<file path="src/rtl/dct2d_row_col_sequencer.sv">
// Drives one combinational 8-point 1-D DCT core through an 8x8 2-D DCT:
// a row pass into a transpose buffer, then a column pass to a valid/ready output.
module dct2d_row_col_sequencer #(
  parameter int IN_W      = 8,
  parameter int CORE_W    = 16,
  parameter int OUT_W     = 16,
  parameter int ROW_SHIFT = 3
) (
  input  logic                clk,
  input  logic                rst,
  input  logic                in_valid,
  output logic                in_ready,
  input  logic [8*IN_W-1:0]   in_row,
  output logic [8*CORE_W-1:0] core_in,
  output logic                core_pass,
  input  logic [8*OUT_W-1:0]  core_out,
  output logic                out_valid,
  input  logic                out_ready,
  output logic [8*OUT_W-1:0]  out_data,
  output logic [2:0]          out_col,
  output logic                out_last,
  output logic                busy,
  output logic                blk_done
);

  typedef enum logic [1:0] {IDLE, ROW, COL} state_t;

  // One extra bit of headroom so the clamp comparison never overflows.
  localparam int EXT_W = ((OUT_W > CORE_W) ? OUT_W : CORE_W) + 1;
  localparam logic signed [EXT_W-1:0] SAT_MAX =
    {{(EXT_W-CORE_W+1){1'b0}}, {(CORE_W-1){1'b1}}};
  localparam logic signed [EXT_W-1:0] SAT_MIN =
    {{(EXT_W-CORE_W+1){1'b1}}, {(CORE_W-1){1'b0}}};

  state_t            state, state_nxt;
  logic [2:0]        row_cnt, col_cnt;
  logic [CORE_W-1:0] tbuf [8][8];
  logic              accept, load;

  function automatic logic [CORE_W-1:0] row_scale(input logic [OUT_W-1:0] y);
    logic signed [EXT_W-1:0] v;
    v = $signed({{(EXT_W-OUT_W){y[OUT_W-1]}}, y}) >>> ROW_SHIFT;
    if (v > SAT_MAX)      row_scale = SAT_MAX[CORE_W-1:0];
    else if (v < SAT_MIN) row_scale = SAT_MIN[CORE_W-1:0];
    else                  row_scale = v[CORE_W-1:0];
  endfunction

  // NOTE: state registers use non-blocking assignments so every flop samples pre-edge values.
  always_ff @(posedge clk) begin
    if (rst) state <= IDLE;
    else     state <= state_nxt;
  end

  // NOTE: every output of this block gets a default first, so no latch can be inferred.
  always_comb begin
    state_nxt = state;
    in_ready  = 1'b0;
    core_pass = 1'b0;
    core_in   = '0;
    accept    = 1'b0;
    load      = 1'b0;
    case (state)
      IDLE, ROW: begin
        in_ready = 1'b1;
        for (int k = 0; k < 8; k++)
          core_in[k*CORE_W +: CORE_W] = CORE_W'(in_row[k*IN_W +: IN_W]);
        accept = in_valid;
        if (accept) state_nxt = (row_cnt == 3'd7) ? COL : ROW;
      end
      COL: begin
        core_pass = 1'b1;
        for (int r = 0; r < 8; r++)
          core_in[r*CORE_W +: CORE_W] = tbuf[r][col_cnt];
        load = !out_valid || out_ready;
        if (load && col_cnt == 3'd7) state_nxt = IDLE;
      end
      default: state_nxt = IDLE;
    endcase
  end

  assign busy = (state != IDLE);

  // NOTE: the transpose buffer has no reset; its contents are rewritten before every column pass.
  always_ff @(posedge clk) begin
    if (accept)
      for (int k = 0; k < 8; k++)
        tbuf[row_cnt][k] <= row_scale(core_out[k*OUT_W +: OUT_W]);
  end

  always_ff @(posedge clk) begin
    if (rst) begin
      row_cnt   <= '0;
      col_cnt   <= '0;
      out_valid <= 1'b0;
      out_data  <= '0;
      out_col   <= '0;
      out_last  <= 1'b0;
      blk_done  <= 1'b0;
    end else begin
      blk_done <= out_valid && out_ready && out_last;
      if (accept) row_cnt <= row_cnt + 3'd1;
      // A load in the same cycle as a handshake refills the register with no bubble.
      if (load) begin
        out_data  <= core_out;
        out_col   <= col_cnt;
        out_last  <= (col_cnt == 3'd7);
        out_valid <= 1'b1;
        col_cnt   <= col_cnt + 3'd1;
      end else if (out_valid && out_ready) begin
        out_valid <= 1'b0;
      end
    end
  end

endmodule

</file>
<file path="config.mk">
export PLATFORM = sky130hd
export DESIGN_NAME = dct2d_row_col_sequencer
export DESIGN_NICKNAME = d
export VERILOG_FILES = /design/src/rtl/dct2d_row_col_sequencer.sv
export SDC_FILE = /design/constraint.sdc
export NUM_CORES = 1
export LEC_CHECK = 0
export ABC_AREA = 1
export CORE_MARGIN = 8
export CORE_UTILIZATION = 60
export CTS_CLUSTER_SIZE = 25
export DETAILED_ROUTE_END_ITERATION = 8
export PLACE_DENSITY_LB_ADDON = 0.05
export SETUP_SLACK_MARGIN = 0.15
export SLEW_MARGIN = 20
export SYNTH_ARGS = -nofsm -noshare
export SYNTH_HDL_FRONTEND = slang
export SYNTH_SLANG_ARGS = --single-unit
export TNS_END_PERCENT = 50
</file>
<file path="constraint.sdc">
create_clock -name clk -period 10.98 [get_ports clk]
set_input_delay 2.196 -clock clk [delete_from_list [all_inputs] [get_ports clk]]
set_output_delay 2.196 -clock clk [all_outputs]
set_load 0.05 [all_outputs]
</file>
==> summary.md, run 1 <==
| Metric | Value |
|---|---|
| Outcome | `completed` |
| Total power | `8.24 mW` |
| Place WS | `4.29 ns` |
| Worst-Skew Late Latency | `0.66 ns` |
| Final Hold Vio Count | `0` |
| CTS Sinks | `1038` |
| IO buf count | `460` |
| Setup repair after global routing missed its margin | `false` |
| Reg-to-Reg End | `tbuf[2][34]` |
| Drt initial violations | `4118` |
| Routed vias/inst | `5.52` |
| Area Overhead vs Synth | `19.1%` |
| Setup bufs post-CTS | `0` |
| Critical Setup Path Class | `reg -> out` |
| Sequential area share after synthesis | `68.9%` |
| P_leak | `20.3 nW` |
| Cell Area, Synth | `43200 um^2` |
| Comb pwr share | `5.1%` |
| Worst Clk Skew | `0.0148 ns` |
| DRC viols | `0` |
| Initial antenna violation count | `6` |
| Switching share of power | `21.5%` |
| Fmax | `134 MHz` |
| CTS hold repair buffers | `0` |
| Worst hold path class | `reg -> reg` |
| Max Cap Viol | `0` |
| Crit share post-route | `68.2%` |
| Initial Util | `60.5%` |
| Total wire length | `128000 um` |
| Die Wd | `284 um` |
| Vias in the first global route | `29.4k` |
| Worst Path Arrival | `5.29 ns` |
| Clk slew on worst S/H paths | `0.06 ns` |
| I/O pin total | `461` |
| First-pass GRT wire length | `189000 um` |
| Wire per inst | `22.6 um` |
| Int Power | `6.47 mW` |
| Yosys warning count | `0` |
| Sw Pwr | `1.77 mW` |
| Cells after Synth | `4296` |
| GR Util All Layers | `30.9%` |
| Netlist cell types | `19` |
| CTS tree | `yes` |
| Share of layout cells above drive strength 1 | `4.34%` |
| Hold EP | `out_last` |
| Worst setup margin | `3.49 ns` |
| Die area | `80800 um^2` |
| Final TNS setup | `0 ns` |
| Area contributors post-synth | `edfxtp_1 62%, nand2_1 9.3%, dfxtp_1 6.6%` |
| Finished Cell Area | `51400 um^2` |
| Startpoint Class | `register` |
| CP Max Fanout | `93` |
| Clk pwr share | `41.5%` |
| FF+latch count, synth | `1038` |
| Mean area per synthesized cell | `10.0 um^2` |
| Post-synth top area share | `62.3%` |
| Post-layout util | `72.0%` |
| Core ar. | `71400 um^2` |
| CP Data Required Time | `8.78 ns` |
| Clk root buf | `clkbuf_16` |
| Via Count | `31.3k` |
| Largest net degree at the start of global routing | `191` |
| Synth Net Count | `4496` |
| Clk buf depth | `3` |
| Die H | `284 um` |
| Cell taking the most area after synthesis | `edfxtp_1` |
| Peak VDD IR | `0.171 mV` |
| Rows | `98` |
| Placed Area | `48100 um^2` |
| Part of the power in registers | `53.4%` |
| Detailed Routing Iterations Pass 1 | `5` |
| Setup violators final | `0` |
| Number of buffers created by CTS | `102` |
| DPL Wire Length | `80000 um` |
| Placer Congestion | `0.885` |
| Post-layout nets | `4838` |
| Worst setup EP type | `output port` |
| Worst slew margin | `26.3%` |
| Htree depth | `3` |
| R2R Path Start | `state[1]` |
| Grt total ovfl | `0` |
| Power per cell area | `160 nW/um^2` |
| HP Start | `out_last` |
| Tmin final | `7.49 ns` |
| R2R setup slack | `6.89 ns` |
| Reg2Reg Depth | `8` |
| Fillers | `5232` |
| Fin. max-slew vios | `0` |
| Slew @ Worst Pin | `1.11 ns` |
| Post-route ant nets | `0` |
| Hold Path Stages | `2` |
| Resized Gates After CTS | `0` |
-- area by class of cell --
cell class	instances	area [um^2]	area share, %
Antenna cell	4	10.0	0.0195
Clock buffer	132	2770	5.39
Clock inverter	58	485	0.944
Inverter	542	2060	4.01
Multi-Input combinational cell	2456	10200	19.9
Sequential cell	1038	29800	57.9
Tap cell	950	1190	2.31
Timing Repair Buffer	498	4900	9.53
-- sequential cells by signal, summed over array words and instances, names as in the netlist --
signal / flops
tbuf: 896
out_valid: 1
out_col: 3
out_last: 1
out_data: 128
col_cnt: 3
blk_done: 1
state: 2
row_cnt: 3
-- synthesized netlist by cell type --
master	n
nand2_1	1069
edfxtp_1	896
nor2_1	657
inv_1	538
nand3_1	481
o21ai_0	231
dfxtp_1	142
buf_2	112
clkbuf_1	88
buf_1	38
buf_4	20
a21oi_1	10
ha_1	4
inv_2	4
buf_6	2
nand2_2	1
nor2_4	1
o211ai_1	1
or2_2	1
-- layer usage --
layer	vias up	track usage [%]	wire length, um
met3	221	5.89	12300
met4	4	12.3	5300
met5	-	0	26
li1	14558	-	-
met2	1704	48.4	59000
met1	14848	42.7	51700
-- power by group through the flow --
| stage | Combinational [mW] | Sequential [mW] | Clock [mW] |
|---|---|---|---|
| floorplan | 0.171 | 4.50 | 0 |
| CTS | 0.420 | 4.40 | 3.45 |
| global placement | 0.413 | 4.48 | 0 |
| detailed placement | 0.417 | 4.48 | 0 |
| finish | 0.419 | 4.40 | 3.42 |
| global route | 0.446 | 4.40 | 3.60 |
-- cell usage in the layout (no fill, tap or decap), types with 3 or more instances in the layout --
cell type	count
o21ai_0	231
a21oi_1	10
diode_2	4
clkdlybuf4s50_1	460
clkinv_2	24
buf_4	37
inv_6	4
edfxtp_1	896
dfxtp_1	139
bufinv_16	8
nor2_1	649
clkbuf_1	23
clkbuf_8	4
nand3_1	481
inv_1	536
clkinv_1	20
nor2_4	9
nand2_1	1069
dfxtp_4	3
clkbuf_16	105
ha_1	4
-- cell families (layout without fill, tap and decap cells) --
group,Yosys count,after routing,share of synthesized area [%]
and+or+nand+nor,2210,2210,20.6
DFF,1038,1038,68.9
buffers and inverters,802,1230,7.51
AOI/OAI and AO/OA,242,242,2.81
adders and majority gates,4,4,0.116
other,0,4,0
-- through the flow --
step	hold slack, ns	std cells
after floorplan	0.457	4296
after global placement	0.459	5484
after detailed placement	0.470	5484
after CTS	0.479	5674
after global routing	0.502	5674
final	0.475	5678
-- critical path, cell delays in order, from the launching register on --
cell and delay [ns]:
dfxtp_4 0.42, buf_4 0.69, buf_4 0.93, buf_4 0.88, nand2_1 0.11, nand2_1 0.10
nand2_1 0.06, nand3_1 0.13, nand3_1 0.19, nand2_1 0.16, clkdlybuf4s50_1 0.82
-- how the worst max path moves through the flow --
stage / from / endpoint / cells past startpoint / slack [ns]
floorplan: in_valid / tbuf[0][0] / 4 / 3.24
global placement: col_cnt[0] / core_in[49] / 10 / 4.30
detailed placement: col_cnt[0] / core_in[49] / 10 / 4.29
CTS: col_cnt[0] / core_in[6] / 10 / 3.58
global route: col_cnt[0] / core_in[49] / 10 / 3.27
finish: col_cnt[0] / core_in[6] / 10 / 3.49
Note: power is estimated with default switching activity, not from simulation.
==> run 2: changes to the inputs <==
- CORE_UTILIZATION: 60 -> 57
- clock period: 10.98 -> 7.1 ns (I/O delays scaled with it)
==> summary.md, run 2 (synthesis results as in run 1) <==
| Metric | Value |
|---|---|
| Outcome | `completed` |
| I/O pin total | `461 (unchanged)` |
| Setup violators final | `0 (unchanged)` |
| Slew @ Worst Pin | `1.18 ns (+0.0729 ns)` |
| Critical path's top delay family | `buffers and inverters` |
| Die Wd | `291 um (+2.5%)` |
| Placed Area | `48300 um^2 (+0.28%)` |
| Biggest regs | `tbuf (896), out_data (128)` |
| Setup repair after global routing missed its margin | `false` |
| Commonest non-fill, non-tap cell in the layout | `nand2_1` |
| Setup crit end | `core_in[102]` |
| Initial antenna violation count | `8 (+2)` |
| R2R setup slack | `3.70 ns (-3.19 ns)` |
| Worst Clk Skew | `0.0163 ns (+0.00150 ns)` |
| Crit. path cell count | `7 (-3)` |
| CTS hold repair buffers | `0 (unchanged)` |
| Rows | `101 (+3.1%)` |
| Crit share post-route | `81.5%` |
| Initial Util | `57.2% (-3.3 points)` |
| Hold Path Stages | `2 (unchanged)` |
| Total wire length | `133000 um (+3.8%)` |
| IO buf count | `460 (unchanged)` |
| Reg2Reg Depth | `8 (unchanged)` |
| Fin. max-slew vios | `0 (unchanged)` |
| Clk root buf | `clkbuf_16` |
| Htree depth | `3 (unchanged)` |
| Share of layout cells above drive strength 1 | `4.27% (-0.069 points)` |
| Placer Congestion | `0.907 (+2.4%)` |
| Fmax | `173 MHz` |
| Post-route ant nets | `0 (unchanged)` |
| Area Overhead vs Synth | `19.7%` |
| HP Start | `out_data[90]` |
| Critical Setup Path Class | `reg -> out` |
| Largest Register | `tbuf` |
| Post-layout nets | `4840 (+0.041%)` |
| Worst Path Buf+Inv | `3 (-1)` |
| Core ar. | `75400 um^2 (+5.7%)` |
| Setup crit start | `col_cnt[1]` |
| Peak VDD IR | `0.206 mV (+20%)` |
| Max reg flops | `896 (unchanged)` |
| Routed vias/inst | `5.47 (-0.79%)` |
| Fin Hold WS | `0.481 ns (+0.00574 ns)` |
| DPL Wire Length | `83100 um (+3.8%)` |
| Grt total ovfl | `0 (unchanged)` |
| Startpoint Class | `register` |
| R2R Path Start | `state[1]` |
| P_leak | `20.4 nW (+0.37%)` |
| CP Data Required Time | `5.68 ns (-3.10 ns)` |
| Tmin final | `5.79 ns` |
| CP Max Fanout | `73 (-22%)` |
| Resized Gates After CTS | `0 (unchanged)` |
| Worst slew margin | `21.5% (-4.9 points)` |
| GR Util All Layers | `30.6% (-0.27 points)` |
| Detailed Routing Iterations Pass 1 | `8 (+3)` |
| Clk slew on worst S/H paths | `0.06 ns (about the same)` |
| First-pass GRT wire length | `195000 um (+2.9%)` |
| DRC viols | `0 (unchanged)` |
| Die area | `84800 um^2 (+5.0%)` |
| Largest net degree at the start of global routing | `178 (-6.8%)` |
| Worst setup EP type | `output port` |
| Final Hold Vio Count | `0 (unchanged)` |
| Most used cell, CP | `nand3_1` |
| Worst path max stage delay | `0.82 ns (-0.11 ns)` |
| Final TNS setup | `0 ns (unchanged)` |
| Slowest cell on the critical path | `buf_4` |
| Worst Path Arrival | `4.37 ns (-0.92 ns)` |
| Clk buf depth | `3 (unchanged)` |
| Via Count | `31.3k (-0.22%)` |
| Leading cell types in the layout, fill and taps excluded | `1069 x nand2_1, 896 x edfxtp_1, 649 x nor2_1` |
| Worst-Skew Late Latency | `0.65 ns (about the same)` |
| Wire per inst | `23.3 um (+3.2%)` |
| Die H | `291 um (+2.5%)` |
| Worst hold path class | `reg -> reg` |
| Critical path cell sequence | `buf_4, buf_4, nand3_1, nand3_1, nand3_1, nand2_1, clkdlybuf4s50_1` |
| CTS tree | `yes` |
| Vias in the first global route | `29.6k (+0.65%)` |
| Drt initial violations | `3888 (-5.6%)` |
| Finished Cell Area | `51700 um^2 (+0.52%)` |
| Setup bufs post-CTS | `0 (unchanged)` |
| Reg-to-Reg End | `tbuf[0][65]` |
| Max Cap Viol | `0 (unchanged)` |
| Fillers | `5760 (+10%)` |
| CTS Sinks | `1038 (unchanged)` |
| Power per cell area | `250 nW/um^2 (+56%)` |
| Reg area | `29800 um^2 (unchanged)` |
| Footprint of the multi-input gates | `10200 um^2 (unchanged)` |
| Number of buffers created by CTS | `105 (+2.9%)` |
-- run 2: area by class of cell --
type	instances	area share, %
Inverter	542	3.98
Sequential cell	1038	57.6
Antenna cell	3	0.0145
Clock buffer	137	5.52
Clock inverter	60	1.03
Timing Repair Buffer	497	9.70
Multi-Input combinational cell	2456	19.8
Tap cell	978	2.37
-- run 2: power by group --
group	switching (mW)	total, mW	internal (mW)	leakage, nW
Clock	2.28	5.46	3.18	1.66
Sequential	0.0307	6.80	6.77	9.29
Combinational	0.452	0.652	0.200	9.48
Total	2.76	12.9	10.2	20.4
-- run 2: metal layers --
| metal | vias to the layer above | part of all wire, % | global-route usage (%) |
|---|---|---|---|
| met2 | 1522 | 46 | 48.3 |
| met1 | 14916 | 40 | 40.2 |
| met5 | - | 0.038 | 0 |
| met4 | 8 | 5.3 | 15.2 |
| li1 | 14559 | - | - |
| met3 | 262 | 9.1 | 6.66 |
-- run 2: how the worst min path moves through the flow --
stage / endpoint
floorplan: row_cnt[0]
global placement: out_data[114]
detailed placement: out_data[90]
CTS: out_data[90]
global route: out_data[60]
finish: out_data[90]
-- run 2: worst min-delay path, cell delays in order (launching register included) --
cell     delay, ns
dfxtp_1       0.32
nor2_1        0.05
nor2_1        0.08
-- run 2: stage by stage --
step                utilization, %  std cells  setup slack, ns  power [mW]
CTS                           68.5       5708             1.37        13.0
detailed placement            64.0       5511             2.09        7.58
global route                  68.5       5708             1.14        13.3
floorplan                        -       4296            0.133        7.22
global placement              64.0       5511             2.07        7.58
finish                        68.5       5711             1.31        12.9
